### src/rtl/irq_arbiter.sv
`default_nettype none
// ============================================================================
//  Module   : irq_arbiter
//  Purpose  : Masked level/edge interrupt collector with fixed-priority winner
//             selection and a request/acknowledge/complete handler handshake.
//  Revision : 1.0
// ============================================================================
module irq_arbiter #(
    parameter int NSRC = 6
) (
    input  logic             clk,
    input  logic             reset,
    input  logic [3:2]       Addr,
    input  logic [31:0]      WD,
    input  logic             We,
    output logic [31:0]      RD,
    input  logic [NSRC-1:0]  IrqIn,
    output logic             IntReq
);

    localparam int c_IDW = (NSRC > 1) ? $clog2(NSRC) : 1;

    typedef enum logic [1:0] {
        S_IDLE = 2'd0,
        S_REQ  = 2'd1,
        S_SVC  = 2'd2
    } state_t;

    state_t            r_state;
    logic [c_IDW-1:0]  r_cur;
    logic              r_cool;
    logic [NSRC-1:0]   r_mask;
    logic [NSRC-1:0]   r_mode;
    logic [NSRC-1:0]   r_edge;
    logic [NSRC-1:0]   r_sync;

    logic              w_wrMask;
    logic              w_wrMode;
    logic              w_wrPend;
    logic              w_wrClaim;
    logic              w_ack;
    logic              w_complete;
    logic [NSRC-1:0]   w_curOneHot;
    logic [NSRC-1:0]   w_edgeSet;
    logic [NSRC-1:0]   w_edgeClr;
    logic [NSRC-1:0]   w_pend;
    logic [NSRC-1:0]   w_reqVec;
    logic              w_anyReq;
    logic              w_curReq;
    logic [c_IDW-1:0]  w_win;
    logic              w_unusedWd;

    assign w_wrMask   = We && (Addr == 2'd0);
    assign w_wrMode   = We && (Addr == 2'd1);
    assign w_wrPend   = We && (Addr == 2'd2);
    assign w_wrClaim  = We && (Addr == 2'd3);
    assign w_ack      = w_wrClaim && WD[31];
    assign w_complete = w_wrClaim && !WD[31] && (WD[c_IDW-1:0] == r_cur)
                        && (r_state == S_SVC);

    assign w_curOneHot = NSRC'(1) << r_cur;

    // A new rising edge outranks any clear landing on the same bit.
    assign w_edgeSet = r_mode & IrqIn & ~r_sync;
    assign w_edgeClr = (w_wrPend ? WD[NSRC-1:0] : '0)
                     | (w_complete ? w_curOneHot : '0);

    assign w_pend   = (r_mode & r_edge) | (~r_mode & r_sync);
    assign w_reqVec = w_pend & r_mask;
    assign w_anyReq = |w_reqVec;
    assign w_curReq = w_reqVec[r_cur];

    assign w_unusedWd = ^WD[30:NSRC];

    always_comb begin
        w_win = '0;
        for (int i = NSRC - 1; i >= 0; i--) begin
            if (w_reqVec[i]) begin
                w_win = c_IDW'(i);
            end
        end
    end

    always_ff @(posedge clk) begin
        if (reset) begin
            r_mask <= '0;
            r_mode <= '0;
            r_edge <= '0;
            r_sync <= '0;
        end else begin
            r_sync <= IrqIn;
            r_edge <= (r_edge & ~w_edgeClr) | w_edgeSet;
            if (w_wrMask) begin
                r_mask <= WD[NSRC-1:0];
            end
            if (w_wrMode) begin
                r_mode <= WD[NSRC-1:0];
            end
        end
    end

    // r_cool forces one idle cycle after a completion before re-arbitrating.
    always_ff @(posedge clk) begin
        if (reset) begin
            r_state <= S_IDLE;
            r_cur   <= '0;
            r_cool  <= 1'b0;
            IntReq  <= 1'b0;
        end else begin
            case (r_state)
                S_IDLE: begin
                    if (r_cool) begin
                        r_cool <= 1'b0;
                    end else if (w_anyReq) begin
                        r_cur   <= w_win;
                        r_state <= S_REQ;
                        IntReq  <= 1'b1;
                    end
                end
                S_REQ: begin
                    if (w_ack) begin
                        r_state <= S_SVC;
                        IntReq  <= 1'b0;
                    end else if (!w_curReq) begin
                        r_state <= S_IDLE;
                        IntReq  <= 1'b0;
                    end
                end
                S_SVC: begin
                    if (w_complete) begin
                        r_state <= S_IDLE;
                        r_cool  <= 1'b1;
                    end
                end
                default: begin
                    r_state <= S_IDLE;
                    IntReq  <= 1'b0;
                end
            endcase
        end
    end

    always_comb begin
        RD = '0;
        case (Addr)
            2'd0: RD[NSRC-1:0] = r_mask;
            2'd1: RD[NSRC-1:0] = r_mode;
            2'd2: RD[NSRC-1:0] = w_reqVec;
            2'd3: begin
                RD[31] = (r_state != S_IDLE);
                RD[30] = (r_state == S_SVC);
                RD[c_IDW-1:0] = (r_state != S_IDLE) ? r_cur : '0;
            end
            default: RD = '0;
        endcase
    end

endmodule
`default_nettype wire

### config.mk
export PLATFORM = sky130hd
export DESIGN_NAME = irq_arbiter
export DESIGN_NICKNAME = d
export VERILOG_FILES = /design/src/rtl/irq_arbiter.sv
export SDC_FILE = /design/constraint.sdc
export NUM_CORES = 1
export LEC_CHECK = 0
export ABC_AREA = 1
export ABC_CLOCK_PERIOD_IN_PS = 2900
export CAP_MARGIN = 0
export CORE_MARGIN = 1
export CORE_UTILIZATION = 31
export DETAILED_ROUTE_END_ITERATION = 6
export PLACE_DENSITY_LB_ADDON = 0.25
export SLEW_MARGIN = 10
export SYNTH_ARGS = -nofsm -noshare
export SYNTH_HDL_FRONTEND = slang
export SYNTH_SLANG_ARGS = --single-unit
### constraint.sdc
create_clock -name clk -period 2.9 [get_ports clk]
set_input_delay 0.725 -clock clk [delete_from_list [all_inputs] [get_ports clk]]
set_output_delay 0.725 -clock clk [all_outputs]
set_load 0.01 [all_outputs]
* After elaboration in Yosys (flattened, before gate mapping)
Index checks and enable logic that the tools add are counted.
Storage, ports and cells: register bits 31, output and inout port bits 33, word-level logic and storage cells 79
Cells by class: $lt $le $gt $ge 1, equality and inequality tests 10, shifts and indexed selects 1, multiplexer cells 27, bitwise operators 14, reductions and logical operators 18
Operators with widths (count):
- 6-bit AND | 6
- 3-bit two-way mux | 7
- 6-bit NOT | 3
- 6-bit OR | 3
- 2-bit two-way mux | 6
- 6-bit two-way mux | 2
- 3-bit one-hot mux with 4 select lines | 1
- 3-bit one-hot mux with 3 select lines | 1
- 1-bit logical AND | 8
- 4-bit AND reduction | 2
- 2-bit == test (second input constant) | 3
- 1-bit two-way mux | 6
- 2-bit != test (second input constant) | 3
- 2-bit one-hot mux with 3 select lines | 1
- 6-bit OR reduction | 1
- 1-bit by 3-bit << shifter with 6-bit output (first input constant) | 1
- 2-bit by 1-bit == test with 1-bit output (second input constant) | 2
- 2-bit zero test | 2
- 3-bit by 4-bit less-than comparator with 1-bit output (second input constant) | 1
- 2-bit nonzero test | 2
- 1-bit binary-select mux with 3-bit select | 1
- 3-bit == test | 1
- 3-bit != test (second input constant) | 1
- 1-bit one-hot mux with 3 select lines | 1
- 5 further kinds | 6

* Depth between registers and ports, before layout
Gate-level depths: netlist of the first run.
depth after elaboration 10, mapped depth 10

* Worst setup path before layout of the first run
Ideal clock, no wire load.
path kind input -> output, from input port Addr[2] in the netlist's numbering, to output port RD[1], arrival time 1.372 ns, setup slack 0.803 ns, stages 6, buffers on the path 0, cell sequence nand2_1 > nor2_1 > inv_1 > o22ai_1 > a21oi_1 > nand2_1
On the way: longest elaborated chain between the ends 2
RTL lines:
- start: declaration | line 13 | input logic [3:2] Addr,
- 2-bit == test (tied with other cells) | line 145 | case (Addr)
- 3-bit one-hot mux with 4 select lines (*) | line 145
- end: declaration | line 16 | output logic [31:0] RD,
Every way passes the cells marked *; elsewhere a longest branch is shown, timed or not.

* Worst setup path in the final report of the first run
from input port Addr[3] in the netlist's numbering, to output port RD[30]
On the way: longest elaborated chain between the ends 2
RTL lines (line):
- 2-bit == test | 145
- 2-bit two-way mux | 145
Every way passes these cells.

==> out/metrics.cfg, run 1 <==
[min_path]
hold_path_depth=2
hp-class=flop to flop
hold_end=IntReq$_SDFFE_PP0P_
min-delay-start=IntReq$_SDFFE_PP0P_

[yosys]
synth_ff_type=dfxtp_1
yosysSeqAreaShare=0.339
synthCells=276
synth.most_common_cell=nand2_1
synth_area_um2=1830
synth_edf_count=0
synth_warnings=0
postSynthAreaPerCell_um2=6.63
synth_top_area_share=0.339
ys_ff_latch=31
synth_cell_type_count=28
synth.area.top_cells=dfxtp_1 34%, nand2_1 12%, buf_4 10%
synthTopCellsByCount=58 x nand2_1, 46 x inv_1, 31 x dfxtp_1
synth_area_leader_cell=dfxtp_1
ys_async_sr_fraction=0

[global_route]
overflow=0
grt_pass1_vias=1560
grt_usage=0.157
grt_max_degree=17
antenna_found_initial=0
grt_pass1_wl_um=7510

[detailed_routing]
wl_met1_um=2220
num_vias=1746
drc=0
vias_per_cell=4.56
dr_wl_met2_um=2120
drt_pass1_iterations=4
ant_nets=0
wl_per_cell_um=12.1
met3_length_um=260
routed.top_layer=met4
wl_um=4620
drtIter0Drc=97

[die]
pin_count=76
initial_utilization=0.326
core.rowCount=27
dieWidth_um=78.8
die-area_um2=6220
die_y_um=78.8
coreArea_um2=5610

[setup_path]
r2r_start=r_cur[1]$_SDFFE_PP0P_
r2r-end=r_edge[2]$_SDFF_PP0_
crit_fanout=3
r2r.worst_path.cells=5
cp-start-kind=input pin
setup.worst_path.end_class=primary output
crit_required_ns=2.17
setup.worst_path.class=input pin to primary output
cp.arrival_ns=2.09
r2r_slack_ns=1.43

[clocking]
clk_pin_slew_ns=0.07
cts_buffers=5
cts_tree=yes
cts_max_path_buffers=2
cts_max_level=2
clk_latency_ns=0.28
cts.sink_count=31
hold_buffers=0
cts_root_buffer=clkbuf_8
post-cts-setup-buffers=0

[power_and_ir_drop]
ir_worst_vdd_v=0.000262
cellLeakagePower_nw=1.03
power_density_nw_per_um2=459

[cells_and_area]
layout-area-overhead-vs-synth_pct=19.9
drive_gt1_frac=0.103
num_antenna_cells=0
postLayoutCellArea_um2=2190
nets=353

[timing]
fin_skew_ns=0.00591
hold_viol_final=0
finalSetupViolCount=0
drv_slew=0
hold_slack_ns=0.445
fin_crit_sh=0.971
min_period_ns=2.82
clock.fmax_mhz=355
rsz0062_at_grt=no
finalSetupTns_ns=0

[placement]
gp_congestion=0.884
io_buffers=26
hpwlAfterDp_um=3370
placed_cell_area_um2=2110

[job]
cap_violations=0

[status]
status=finished clean

-- worst max-delay path, stage by stage --
cell             delay (ns)
clkdlybuf4s50_1        0.50
nand2_1                0.10
buf_4                  0.14
nor2_1                 0.09
clkdlybuf4s50_1        0.54
-- final cells by class --
type	count	area, um2
Fill cell	635	3410
Multi-Input combinational cell	191	922
Timing Repair Buffer	33	297
Inverter	48	180
Tap cell	72	90.1
Clock inverter	2	12.5
Sequential cell	31	621
Clock buffer	6	72.6
-- metal layers --
layer	vias up	global-route usage
met5	-	0
met3	2	0.0310
met1	785	0.208
met2	56	0.262
met4	0	0.0382
li1	903	-
-- worst max-delay path by stage --
| stage | slack, ns | to | startpoint | depth (start not counted) |
|---|---|---|---|---|
| finish | 0.08 | RD[30] | Addr[3] | 5 |
| global route | 0.01 | RD[3] | Addr[3] | 6 |
| CTS | 0.04 | RD[0] | Addr[3] | 8 |
| detailed placement | -0.25 | RD[2] | Addr[3] | 8 |
| global placement | -0.31 | RD[0] | Addr[3] | 8 |
| floorplan | 0.80 | RD[1] | Addr[2] | 6 |
-- cells by family (layout without fill, tap and decap cells) --
logic type | count (synthesis) | in the layout | synth area share
other | 1 | 24 | 0.00205
AND/OR/NAND/NOR | 103 | 103 | 0.247
buffers and inverters | 77 | 89 | 0.211
AO/OA/AOI/OAI | 63 | 63 | 0.197
flip-flops | 31 | 31 | 0.339
XOR/XNOR | 1 | 1 | 0.00479
-- cells in the final DEF (no fill, tap or decap) --
| cell | instances |
|---|---|
| a211oi_1 | 1 |
| o221ai_1 | 3 |
| a211oi_2 | 1 |
| dlymetal6s2s_1 | 1 |
| nand2_1 | 57 |
| buf_4 | 7 |
| inv_1 | 45 |
| clkbuf_2 | 3 |
| clkinvlp_4 | 1 |
| nor3_1 | 1 |
| clkdlybuf4s50_1 | 19 |
| o21bai_1 | 6 |
| clkbuf_1 | 1 |
| a21oi_1 | 28 |
| xor2_1 | 1 |
| nand3_2 | 3 |
| o21ai_0 | 18 |
| inv_2 | 3 |
| nor3_2 | 1 |
| o22ai_2 | 1 |
| o21ai_2 | 1 |
| nand4_1 | 3 |
| clkbuf_8 | 5 |
| conb_1 | 24 |
| o22ai_1 | 3 |
| o21ai_1 | 1 |
| nor2_4 | 1 |
| nand3_1 | 15 |
| dlygate4sd2_1 | 3 |
| clkinv_2 | 1 |
| nand2_2 | 2 |
| dfxtp_1 | 31 |
| nor2_1 | 18 |
| nor2_2 | 2 |
-- where the power goes --
| group | total [W] | internal [W] | switching [W] |
|---|---|---|---|
| sequential | 0.000472 | 0.000450 | 0.0000217 |
| combinational | 0.000201 | 0.0000775 | 0.000124 |
| clock | 0.000335 | 0.000168 | 0.000167 |
-- sequential cells by signal (all words and copies together), names as in the netlist --
register	flops
r_edge	6
r_mask	6
r_mode	6
r_sync	6
r_cur	3
r_state	2
IntReq	1
r_cool	1
-- metrics by stage --
stage,setup WS [ns],utilization,total power (W),cells
6_report,0.0845,0.391,0.00101,383
5_1_grt,0.0142,0.391,0.00107,383
4_1_cts,0.0377,0.391,0.00102,383
3_5_place_dp,-0.255,0.377,0.000683,375
3_3_place_gp,-0.307,0.377,0.000681,375
2_1_floorplan,0.803,-,0.000627,299
-- timing repair --
action	in CTS	in global routing
resized for setup	8	9
cloned	0	0
pin swaps	0	1
endpoints found under the setup margin	6	4
hold endpoints to repair	0	0
Note: power is estimated with default switching activity, not from simulation.
==> run 2: changes to the inputs <==
CTS_CLUSTER_SIZE = 14   (was not set)
==> results of run 2 <==
The final DEF is identical to that of run 1; final timing and power are the same.
